**src/rtl/mips_pkg.sv**
```systemverilog
// Shared definitions for the MIPS instruction fetch path.
// Latency: n/a (types and constants only).
// Backpressure: n/a.
package mips_pkg;

    localparam int INSTR_W    = 32;
    localparam int PC_W       = 32;
    localparam int OPCODE_MSB = 31;
    localparam int OPCODE_LSB = 26;
    localparam int FUNCT_MSB  = 5;
    localparam int FUNCT_LSB  = 0;
    localparam logic [PC_W-1:0] PC_STEP = 32'd4;

    // One buffered fetch: the instruction word and the address it came from.
    typedef struct packed {
        logic [INSTR_W-1:0] instr;
        logic [PC_W-1:0]    pc;
    } fq_entry_t;

endpackage

```
**src/rtl/fetch_fifo.sv**
```systemverilog
// Small synchronous FIFO of fetched {instr, pc} entries with flush.
// Latency: a push is visible at the head on the cycle after it is written.
// Backpressure: none internally; the caller never pushes when full (credit rule) and never pops when empty.
module fetch_fifo
    import mips_pkg::*;
#(
    parameter  int DEPTH = 2,
    localparam int PTR_W = $clog2(DEPTH),
    localparam int CNT_W = PTR_W + 1
) (
    input  logic             clk,
    input  logic             rst_n,
    input  logic             push,
    input  fq_entry_t        push_dat,
    input  logic             pop,
    input  logic             flush,
    output logic [CNT_W-1:0] count,
    output fq_entry_t        head_dat
);

    fq_entry_t        mem_q [DEPTH];
    logic [PTR_W-1:0] wr_ptr_q;
    logic [PTR_W-1:0] rd_ptr_q;
    logic [CNT_W-1:0] count_q;

    assign count    = count_q;
    assign head_dat = mem_q[rd_ptr_q];

    // Storage write; cleared on reset so the head reads as all-zero until the first push.
    always_ff @(posedge clk or negedge rst_n) begin
        if (!rst_n) begin
            for (int i = 0; i < DEPTH; i++) begin
                mem_q[i] <= '0;
            end
        end else if (push && !flush) begin
            mem_q[wr_ptr_q] <= push_dat;
        end
    end

    // Pointer and occupancy update; flush beats both push and pop.
    always_ff @(posedge clk or negedge rst_n) begin
        if (!rst_n) begin
            wr_ptr_q <= '0;
            rd_ptr_q <= '0;
            count_q  <= '0;
        end else if (flush) begin
            wr_ptr_q <= '0;
            rd_ptr_q <= '0;
            count_q  <= '0;
        end else begin
            if (push) begin
                wr_ptr_q <= wr_ptr_q + PTR_W'(1);
            end
            if (pop) begin
                rd_ptr_q <= rd_ptr_q + PTR_W'(1);
            end
            case ({push, pop})
                2'b10:   count_q <= count_q + CNT_W'(1);
                2'b01:   count_q <= count_q - CNT_W'(1);
                default: count_q <= count_q;
            endcase
        end
    end

endmodule

```
**src/rtl/fetch_queue.sv**
```systemverilog
// Instruction fetch: PC generation, 1-cycle imem reads, buffered delivery to decode.
// Latency: request in N, data in N+1, if_valid in N+2; redirect in R gives target at decode in R+3.
// Backpressure: id_ready low holds the head; issue stops once DEPTH fetches are buffered or in flight.
module fetch_queue
    import mips_pkg::*;
#(
    parameter int          DEPTH    = 2,
    parameter logic [31:0] RESET_PC = 32'h0000_0000
) (
    input  logic        clk,
    input  logic        rst_n,
    output logic        imem_req,
    output logic [31:0] imem_addr,
    input  logic [31:0] imem_rdata,
    input  logic        redirect,
    input  logic [31:0] redirect_pc,
    output logic        if_valid,
    input  logic        id_ready,
    output logic [31:0] if_instr,
    output logic [5:0]  if_opcode,
    output logic [5:0]  if_funct,
    output logic [31:0] if_pc,
    output logic [31:0] if_pc_plus4
);

    localparam int CNT_W = $clog2(DEPTH) + 1;
    localparam logic [31:0] START_PC = {RESET_PC[31:2], 2'b00};

    logic [31:0]      pc_q, pc_d;
    logic             inflight_q, inflight_d;
    logic [31:0]      inflight_pc_q, inflight_pc_d;
    logic [CNT_W-1:0] count;
    logic [CNT_W:0]   credits_used;
    logic             pop;
    logic             push;
    logic             issue;
    fq_entry_t        head;
    fq_entry_t        push_entry;

    // A slot is reserved for every buffered entry and every outstanding read; a pop frees one this cycle.
    assign pop          = if_valid && id_ready;
    assign credits_used = {1'b0, count} + (CNT_W + 1)'(inflight_q) - (CNT_W + 1)'(pop);
    assign issue        = rst_n && !redirect && (credits_used < (CNT_W + 1)'(DEPTH));
    assign push         = inflight_q && !redirect;
    assign push_entry   = '{instr: imem_rdata, pc: inflight_pc_q};

    assign imem_req  = issue;
    assign imem_addr = pc_q;

    assign if_valid    = (count != '0);
    assign if_instr    = head.instr;
    assign if_opcode   = head.instr[OPCODE_MSB:OPCODE_LSB];
    assign if_funct    = head.instr[FUNCT_MSB:FUNCT_LSB];
    assign if_pc       = head.pc;
    assign if_pc_plus4 = head.pc + PC_STEP;

    // Next fetch address and in-flight tracking; a redirect cancels the outstanding read.
    always_comb begin
        pc_d          = pc_q;
        inflight_d    = 1'b0;
        inflight_pc_d = inflight_pc_q;
        if (redirect) begin
            pc_d = {redirect_pc[31:2], 2'b00};
        end else if (issue) begin
            pc_d          = pc_q + PC_STEP;
            inflight_d    = 1'b1;
            inflight_pc_d = pc_q;
        end
    end

    // Fetch state registers.
    always_ff @(posedge clk or negedge rst_n) begin
        if (!rst_n) begin
            pc_q          <= START_PC;
            inflight_q    <= 1'b0;
            inflight_pc_q <= START_PC;
        end else begin
            pc_q          <= pc_d;
            inflight_q    <= inflight_d;
            inflight_pc_q <= inflight_pc_d;
        end
    end

    fetch_fifo #(
        .DEPTH (DEPTH)
    ) u_fifo (
        .clk      (clk),
        .rst_n    (rst_n),
        .push     (push),
        .push_dat (push_entry),
        .pop      (pop),
        .flush    (redirect),
        .count    (count),
        .head_dat (head)
    );

endmodule

```
**config.mk**
```make
export PLATFORM = sky130hd
export DESIGN_NAME = fetch_queue
export DESIGN_NICKNAME = d
export VERILOG_FILES = /design/src/rtl/mips_pkg.sv /design/src/rtl/fetch_fifo.sv /design/src/rtl/fetch_queue.sv
export SDC_FILE = /design/constraint.sdc
export NUM_CORES = 1
export LEC_CHECK = 0
export BUFFER_PORTS_ARGS = -buffer_cell sky130_fd_sc_hd__buf_4
export CORE_MARGIN = 4
export CORE_UTILIZATION = 57
export CTS_BUF_LIST = sky130_fd_sc_hd__clkbuf_8
export DETAILED_ROUTE_END_ITERATION = 10
export MAX_ROUTING_LAYER = met4
export PLACE_DENSITY = 0.93
export SYNTH_ARGS = -nofsm -noshare
export SYNTH_HDL_FRONTEND = slang
export SYNTH_HIERARCHICAL = 1
export SYNTH_SLANG_ARGS = --single-unit
```
**constraint.sdc**
```tcl
create_clock -name clk -period 3.4 [get_ports clk]
set_input_delay 0 -clock clk [delete_from_list [all_inputs] [get_ports clk]]
set_output_delay 0 -clock clk [all_outputs]
set_load 0.01 [all_outputs]
```
==> run_results.csv, run 1 <==
group,metric,value,unit
grt,track_usage,27.49,%
critical_path,crit_arrival,3690,ps
power,p_per_area,807.7,nW/um2
drt,vias_per_cell,5.751,
synthesis,yosysTopAreaCell,"dfrtp_1",
synthesis,synth_edf_count,0,
drt,drc_errors,0,
grt,use_met2,43.27,%
die,initial_core_util,58.36,%
die,die_x,138.3,um
die,std_cell_rows,47,
hold_path,hp-class,"in2async",
drt,first_pass_iters,6,
status,status,"completed",
placed_design,gp_congestion,0.9000,
synthesis,yosys_warnings,6,
sta,final.min_clock_period,3313,ps
grt,grt_pass1_wl,41520,um
cts,cts_tree,"done",
cts,htree_levels,4,
cells_and_area,final_core_util,74.83,%
cells_and_area,final_nets,1134,
run,cap_violations,0,
placed_design,portBuffers,205,
synthesis,synthesis.area,9678,um2
sta,finalSetupViolCount,0,
grt,grt_util_met1,36.08,%
synthesis,ys_top_cells_by_area,"dfrtp_1 (50%), mux2_2 (15%), mux2_4 (9.3%)",
synthesis,ys_async_sr_fraction,100.0,%
grt,antenna_found_initial,1,
cells_and_area,fill_cells,1005,
die,io_pins,210,
cts,clockRootBuffer,"clkbuf_8",
power,ir_drop,372.9,uV
cells_and_area,drive_gt1_share,44.00,%
synthesis,synth_top_family_by_area,"multiplexers",
synthesis,synth_simple_gate_area_share,11.98,%
sta,fmax,0.3019,GHz
critical_path,path_max_fanout,34,
cts,clock_latency,470,ps
die,dieArea,19130,um2
cts,max-clock-path-buffers,2,
sta,skew,13.10,ps
power,power_leakage,6.050,nW
critical_path,worstSetupPathType,"reg2reg",
die,dieHeight,138.3,um
synthesis,synthXorXnorAreaFrac,3.335,%
grt,first_global_vias,7565,
synthesis,yosysUniqueCellTypes,55,
synthesis,ys_seq_elements,193,
cells_and_area,final_cell_mix,"buf_4 (225), dfrtp_1 (192), nand2_1 (141), mux2_2 (132), dlygate4sd3_1 (67)",
grt,met3_usage,5.663,%
critical_path,cp-end-kind,"register",
sta,drv_slew,0,
power,power,10.02,mW
drt,drt_iter0_drc,579,
cells_and_area,syn2layout_area_growth,28.22,%
drt,via_count,7453,
sta,tns,0,ps
grt,grt_max_degree,136,
placed_design,hpwl,16020,um
cells_and_area,final_common_cell,"buf_4",
sta,tightest_slew,889.0,ps
synthesis,ys.flop_type,"dfrtp_1",
synthesis,avgSynthCellArea,12.17,um2
sta,hold_viol,0,
critical_path,required,3780,ps
synthesis,synth_top_area_share,49.90,%
critical_path,cp-start-kind,"register",
sta,timing.final.crit_share,97.43,%
grt,grt-busiest-layer,"met2",
cts,path_clk_slew,110,ps
synthesis,synth_fa_ha_area_share,0.5947,%
sta,slew_headroom,40.73,%
synthesis,synthMuxAreaShare,24.87,%
drt,routed_wl,25970,um
grt,grt_overflow_total,0,
critical_path,r2r_slack,90,ps
cts,numCtsBuffers,17,
drt,ant_nets,0,
synthesis,yosysSeqAreaShare,49.90,%
die,fp.coreArea,16580,um2
synthesis,synth_cells,795,
drt,avgRoutedWirePerCell,20.04,um
cts,clock_sinks,193,
synthesis,synth_compound_area_share,4.370,%
-- metal layers --
layer	up-vias	routed length [um]
met4	0	686
met2	375	12880
met5	-	0
met3	66	1714
li1	3323	-
met1	3689	10690
-- flip-flops by register name, summed over array words and instances, names as in the netlist --
signal	count
u_fifo/count	2
u_fifo/mem_q	128
imem_addr	30
u_fifo/wr_ptr_q	1
inflight_q	1
u_fifo/rd_ptr_q	1
inflight_pc_q	30
-- path summary, 6_finish.rpt --
| kind | from | endpoint | depth (start not counted) |
|---|---|---|---|
| max | u_fifo/count[0]$_DFFE_PN0P_ | imem_addr[27]$_DFFE_PN0P_ | 10 |
| min | rst_n | u_fifo/mem_q[120]$_DFFE_PN0P_ | 2 |
| max reg2reg | u_fifo/count[0]$_DFFE_PN0P_ | imem_addr[27]$_DFFE_PN0P_ | 10 |
| min reg2reg | u_fifo/mem_q[0]$_DFFE_PN0P_ | u_fifo/mem_q[0]$_DFFE_PN0P_ | 1 |
| max in group asynchronous | rst_n | u_fifo/rd_ptr_q$_DFFE_PN0P_ | 3 |
| min in group clk | id_ready | u_fifo/rd_ptr_q$_DFFE_PN0P_ | 5 |
-- area by class of cell --
class | count | area [um2] | area share (%)
Antenna cell | 1 | 2.502 | 0.02017
Clock buffer | 17 | 234.0 | 1.885
Clock inverter | 15 | 163.9 | 1.321
Inverter | 9 | 46.29 | 0.3731
Multi-Input combinational cell | 544 | 4414 | 35.57
Sequential cell | 193 | 4831 | 38.93
Tap cell | 220 | 275.3 | 2.218
Timing Repair Buffer | 296 | 2434 | 19.61
Timing Repair inverter | 1 | 8.758 | 0.07058
-- per-stage QoR --
stage          hold WS (ps)  setup slack (ps)  instances  cell area [um2]
6_report              56.16             87.34       1296            12410
2_1_floorplan        -295.6             303.6        800             9697
4_1_cts               43.98             24.31       1286            12330
5_1_grt               81.15            -27.94       1296            12410
3_5_place_dp          10.25            -372.3       1187            11240
3_3_place_gp          1.793            -114.6       1187            11240
-- cell families (layout without fill, tap and decap cells) --
kind of cell,after synthesis,in the layout
AO/OA/AOI/OAI,58,58
other,1,7
adder cells (fa/ha/maj),4,4
AND/OR/NAND/NOR,246,246
flip-flops,193,193
multiplexers,194,194
XOR/XNOR,36,36
buffers and inverters,63,338
-- power breakdown --
part,internal [mW],leakage [nW],switching (mW)
combinational,2.60,3.35,2.14
sequential,3.12,2.49,0.641
clock,0.618,0.205,0.898
total,6.34,6.05,3.68
-- critical path, stage by stage (launching register included) --
cell	delay [ps]
dfrtp_1	390
or2_2	310
and2_1	180
ha_1	280
nand2b_1	170
fa_1	500
nand2_1	90
or3_4	470
buf_12	190
or3_1	420
o311ai_1	240
-- cell usage after synthesis, types with 2 or more instances --
cell type,number
clkbuf_1,7
ha_1,3
xnor2_1,25
o311ai_0,14
xor2_1,10
or3_4,2
a31o_2,2
o311ai_1,2
nor2_1,22
nand2_1,141
a31oi_1,3
nand3_1,24
buf_12,6
mux2_2,132
a32oi_1,2
o21ai_0,13
mux2_4,60
o221ai_1,2
nor3b_1,2
nand3_2,3
nor4_1,2
buf_2,13
or3_1,2
inv_1,8
nor3_1,4
and2_1,5
dfrtp_1,193
a22oi_1,3
buf_6,8
o211ai_1,10
and4_1,4
nand4_1,13
nand2b_1,3
and3_1,10
a21oi_1,3
mux2i_1,2
buf_1,3
buf_4,17
-- repair_timing --
| item | in CTS | in global routing |
|---|---|---|
| endpoints found under the setup margin | 15 | 2 |
| setup buffers | 0 | 9 |
| hold buffers | 67 | 0 |
| cloned | 0 | 1 |
| pin swaps | 0 | 1 |
| endpoints found under the hold margin | 155 | 0 |
| gates resized for setup | 5 | 1 |
No activity file was read; power rests on OpenSTA's default activity.
==> inputs of run 2 (changes only) <==
--- a/config.mk
+++ b/config.mk
@@ -5,8 +5,8 @@
 export SDC_FILE = /design/constraint.sdc
 export NUM_CORES = 1
 export LEC_CHECK = 0
-export BUFFER_PORTS_ARGS = -buffer_cell sky130_fd_sc_hd__buf_4
-export CORE_MARGIN = 4
+export BUFFER_PORTS_ARGS = -buffer_cell sky130_fd_sc_hd__buf_2
+export CORE_MARGIN = 1.5
 export CORE_UTILIZATION = 57
 export CTS_BUF_LIST = sky130_fd_sc_hd__clkbuf_8
 export DETAILED_ROUTE_END_ITERATION = 10
==> run 2 against run 1 <==
Effect of this change:
- die area is 7.1% lower
- clock skew is 2.6 ps lower
- design area shrank 5.3%
- via count shrank 1.7%
- first-iteration DRC count increased by 1.0%
- cell count is 0.93% lower
- clock power fell by 7%
- critical endpoint is now imem_addr[30]$_DFFE_PN0P_
- largest power group unchanged
==> run_results.csv, run 2 (synthesized netlist as in run 1, its figures left out) <==
group,metric,value,unit
status,status,"completed",
critical_path,crit_arrival,3580,ps
sta,tns,0,ps
cells_and_area,drive_gt1_share,43.52,%
sta,finalSetupViolCount,0,
die,die_x,133.3,um
drt,drt_iter0_drc,585,
grt,grt_pass1_wl,38920,um
cells_and_area,num_antenna_cells,0,
cts,path_clk_slew,90,ps
cts,cts_tree,"done",
power,ir_drop,368.8,uV
sta,skew,10.49,ps
cells_and_area,largest_reg_flops,128,
cts,clock_sinks,193,
drt,avgRoutedWirePerCell,18.99,um
drt,routed_wl,24380,um
cts,max-clock-path-buffers,2,
hold_path,hold_path_depth,2,
grt,grt_overflow_total,0,
placed_design,portBuffers,205,
die,dieArea,17770,um2
run,cap_violations,0,
die,initial_core_util,58.36,%
sta,hold_viol,0,
critical_path,cp-start-kind,"register",
sta,timing.final.crit_share,94.93,%
sta,rsz0062_at_grt,"false",
grt,track_usage,28.73,%
grt,grt_max_degree,78,
cells_and_area,final_core_util,70.85,%
hold_path,hp-class,"in2reg",
sta,fmax,0.3098,GHz
drt,first_pass_iters,5,
cells_and_area,final_cell_mix,"buf_2 (204), dfrtp_1 (192), nand2_1 (141), mux2_2 (132), dlygate4sd3_1 (64)",
critical_path,path_max_fanout,18,
power,p_seq_share,40.6,%
critical_path,worstSetupPathType,"reg2reg",
die,dieHeight,133.3,um
critical_path,reg2regPathDepth,11,
die,std_cell_rows,47,
power,pwr-share-comb,44.2,%
power,power_leakage,5.846,nW
cells_and_area,max_flop_register,"u_fifo/mem_q",
drt,drc_errors,0,
sta,drv_slew,0,
sta,slew_headroom,35.30,%
cells_and_area,syn2layout_area_growth,21.41,%
grt,first_global_vias,7438,
power,power_frac_clock,15.2,%
power,p_per_area,789.2,nW/um2
placed_design,gp_congestion,0.9270,
grt,antenna_found_initial,0,
sta,tightest_slew,970.4,ps
power,swShare,37.61,%
cts,postCtsSetupRepairBufs,0,
cts,numCtsBuffers,17,
power,p_switching,3.487,mW
cts,clockRootBuffer,"clkbuf_8",
cells_and_area,final_common_cell,"buf_2",
drt,via_count,7330,
critical_path,required,3760,ps
drt,vias_per_cell,5.709,
cts,htree_levels,4,
cells_and_area,final_nets,1123,
power,p_int,5.786,mW
drt,ant_nets,0,
sta,final.min_clock_period,3227,ps
die,io_pins,210,
critical_path,cp-end-kind,"register",
die,fp.coreArea,16580,um2
cts,clock_latency,470,ps
placed_design,hpwl,15570,um
==> run 2: cell count changes in the layout (fill, tap and decap cells not counted), moves of 2 or more <==
cell and change:
clkinv_8 -2, buf_12 -2, dlygate4sd3_1 -3, inv_8 -2, clkinv_4 +4, inv_6 -5, buf_4 -210, clkinvlp_4 +2
buf_2 +204
==> run 2: cell type report <==
cell class / count / area, um2
clock inverter: 15 / 137.6
tap: 220 / 275.3
timing repair buffer: 286 / 1819
multi-input combinational: 544 / 4412
clock buffer: 17 / 234.0
inverter: 9 / 41.29
sequential: 193 / 4831
fill: 1097 / 4833
==> run 2: final timing paths <==
kind	startpoint	to	slack, ps
max	u_fifo/count[0]$_DFFE_PN0P_	imem_addr[30]$_DFFE_PN0P_	170
min	redirect	u_fifo/wr_ptr_q$_DFFE_PN0P_	140
max reg2reg	u_fifo/count[0]$_DFFE_PN0P_	imem_addr[30]$_DFFE_PN0P_	170
min reg2reg	u_fifo/mem_q[61]$_DFFE_PN0P_	u_fifo/mem_q[61]$_DFFE_PN0P_	510
max in group asynchronous	rst_n	u_fifo/rd_ptr_q$_DFFE_PN0P_	2040
min in group asynchronous	rst_n	inflight_pc_q[5]$_DFFE_PN0P_	310
==> run 2: metal layers <==
metal / wire length [um] / vias up / global-route usage, %
met3: 1778 / 52 / 6.240
met4: 694 / 0 / 11.71
met2: 12050 / 350 / 46.92
met5: 0 / - / -
met1: 9859 / 3629 / 34.84
li1: - / 3299 / -
==> run 2: power groups by stage <==
| stage | Clock, mW | Sequential [mW] | Combinational (mW) |
|---|---|---|---|
| 5_1_grt | 1.53 | 3.86 | 4.39 |
| 2_1_floorplan | 0 | 3.56 | 2.82 |
| 4_1_cts | 1.45 | 3.74 | 4.05 |
| 6_report | 1.41 | 3.76 | 4.10 |
| 3_5_place_dp | 0 | 3.77 | 3.94 |
| 3_3_place_gp | 0 | 3.69 | 3.83 |
==> run 2: repair_timing <==
action | in CTS | in global routing
pin swaps | 0 | 1
hold buffers | 64 | 0
setup endpoints to repair | 24 | 2
hold endpoints to repair | 241 | 0
resized for setup | 6 | 2
==> run 2: per-stage QoR <==
step / total power [mW] / area, um2 / hold WS, ps / worst slack, ps / cells
floorplan: 6.386 / 9697 / -295.6 / 303.6 / 800
global placement: 7.520 / 10720 / -131.7 / -168.3 / 1188
detailed placement: 7.713 / 10720 / -131.4 / -328.6 / 1188
CTS: 9.237 / 11750 / 99.03 / 162.8 / 1284
global route: 9.781 / 11750 / 151.6 / 4.474 / 1284
finish: 9.273 / 11750 / 144.9 / 172.5 / 1284
==> run 2: worst max-delay path, stage by stage (launching register included) <==
cell      delay (ps)
dfrtp_1          410
or2_2            310
and2_1           200
ha_1             280
nand2b_1         150
fa_1             380
xor2_1           220
or3_4            440
inv_8            150
nand3_2          160
o31a_1           310
o31ai_1           90
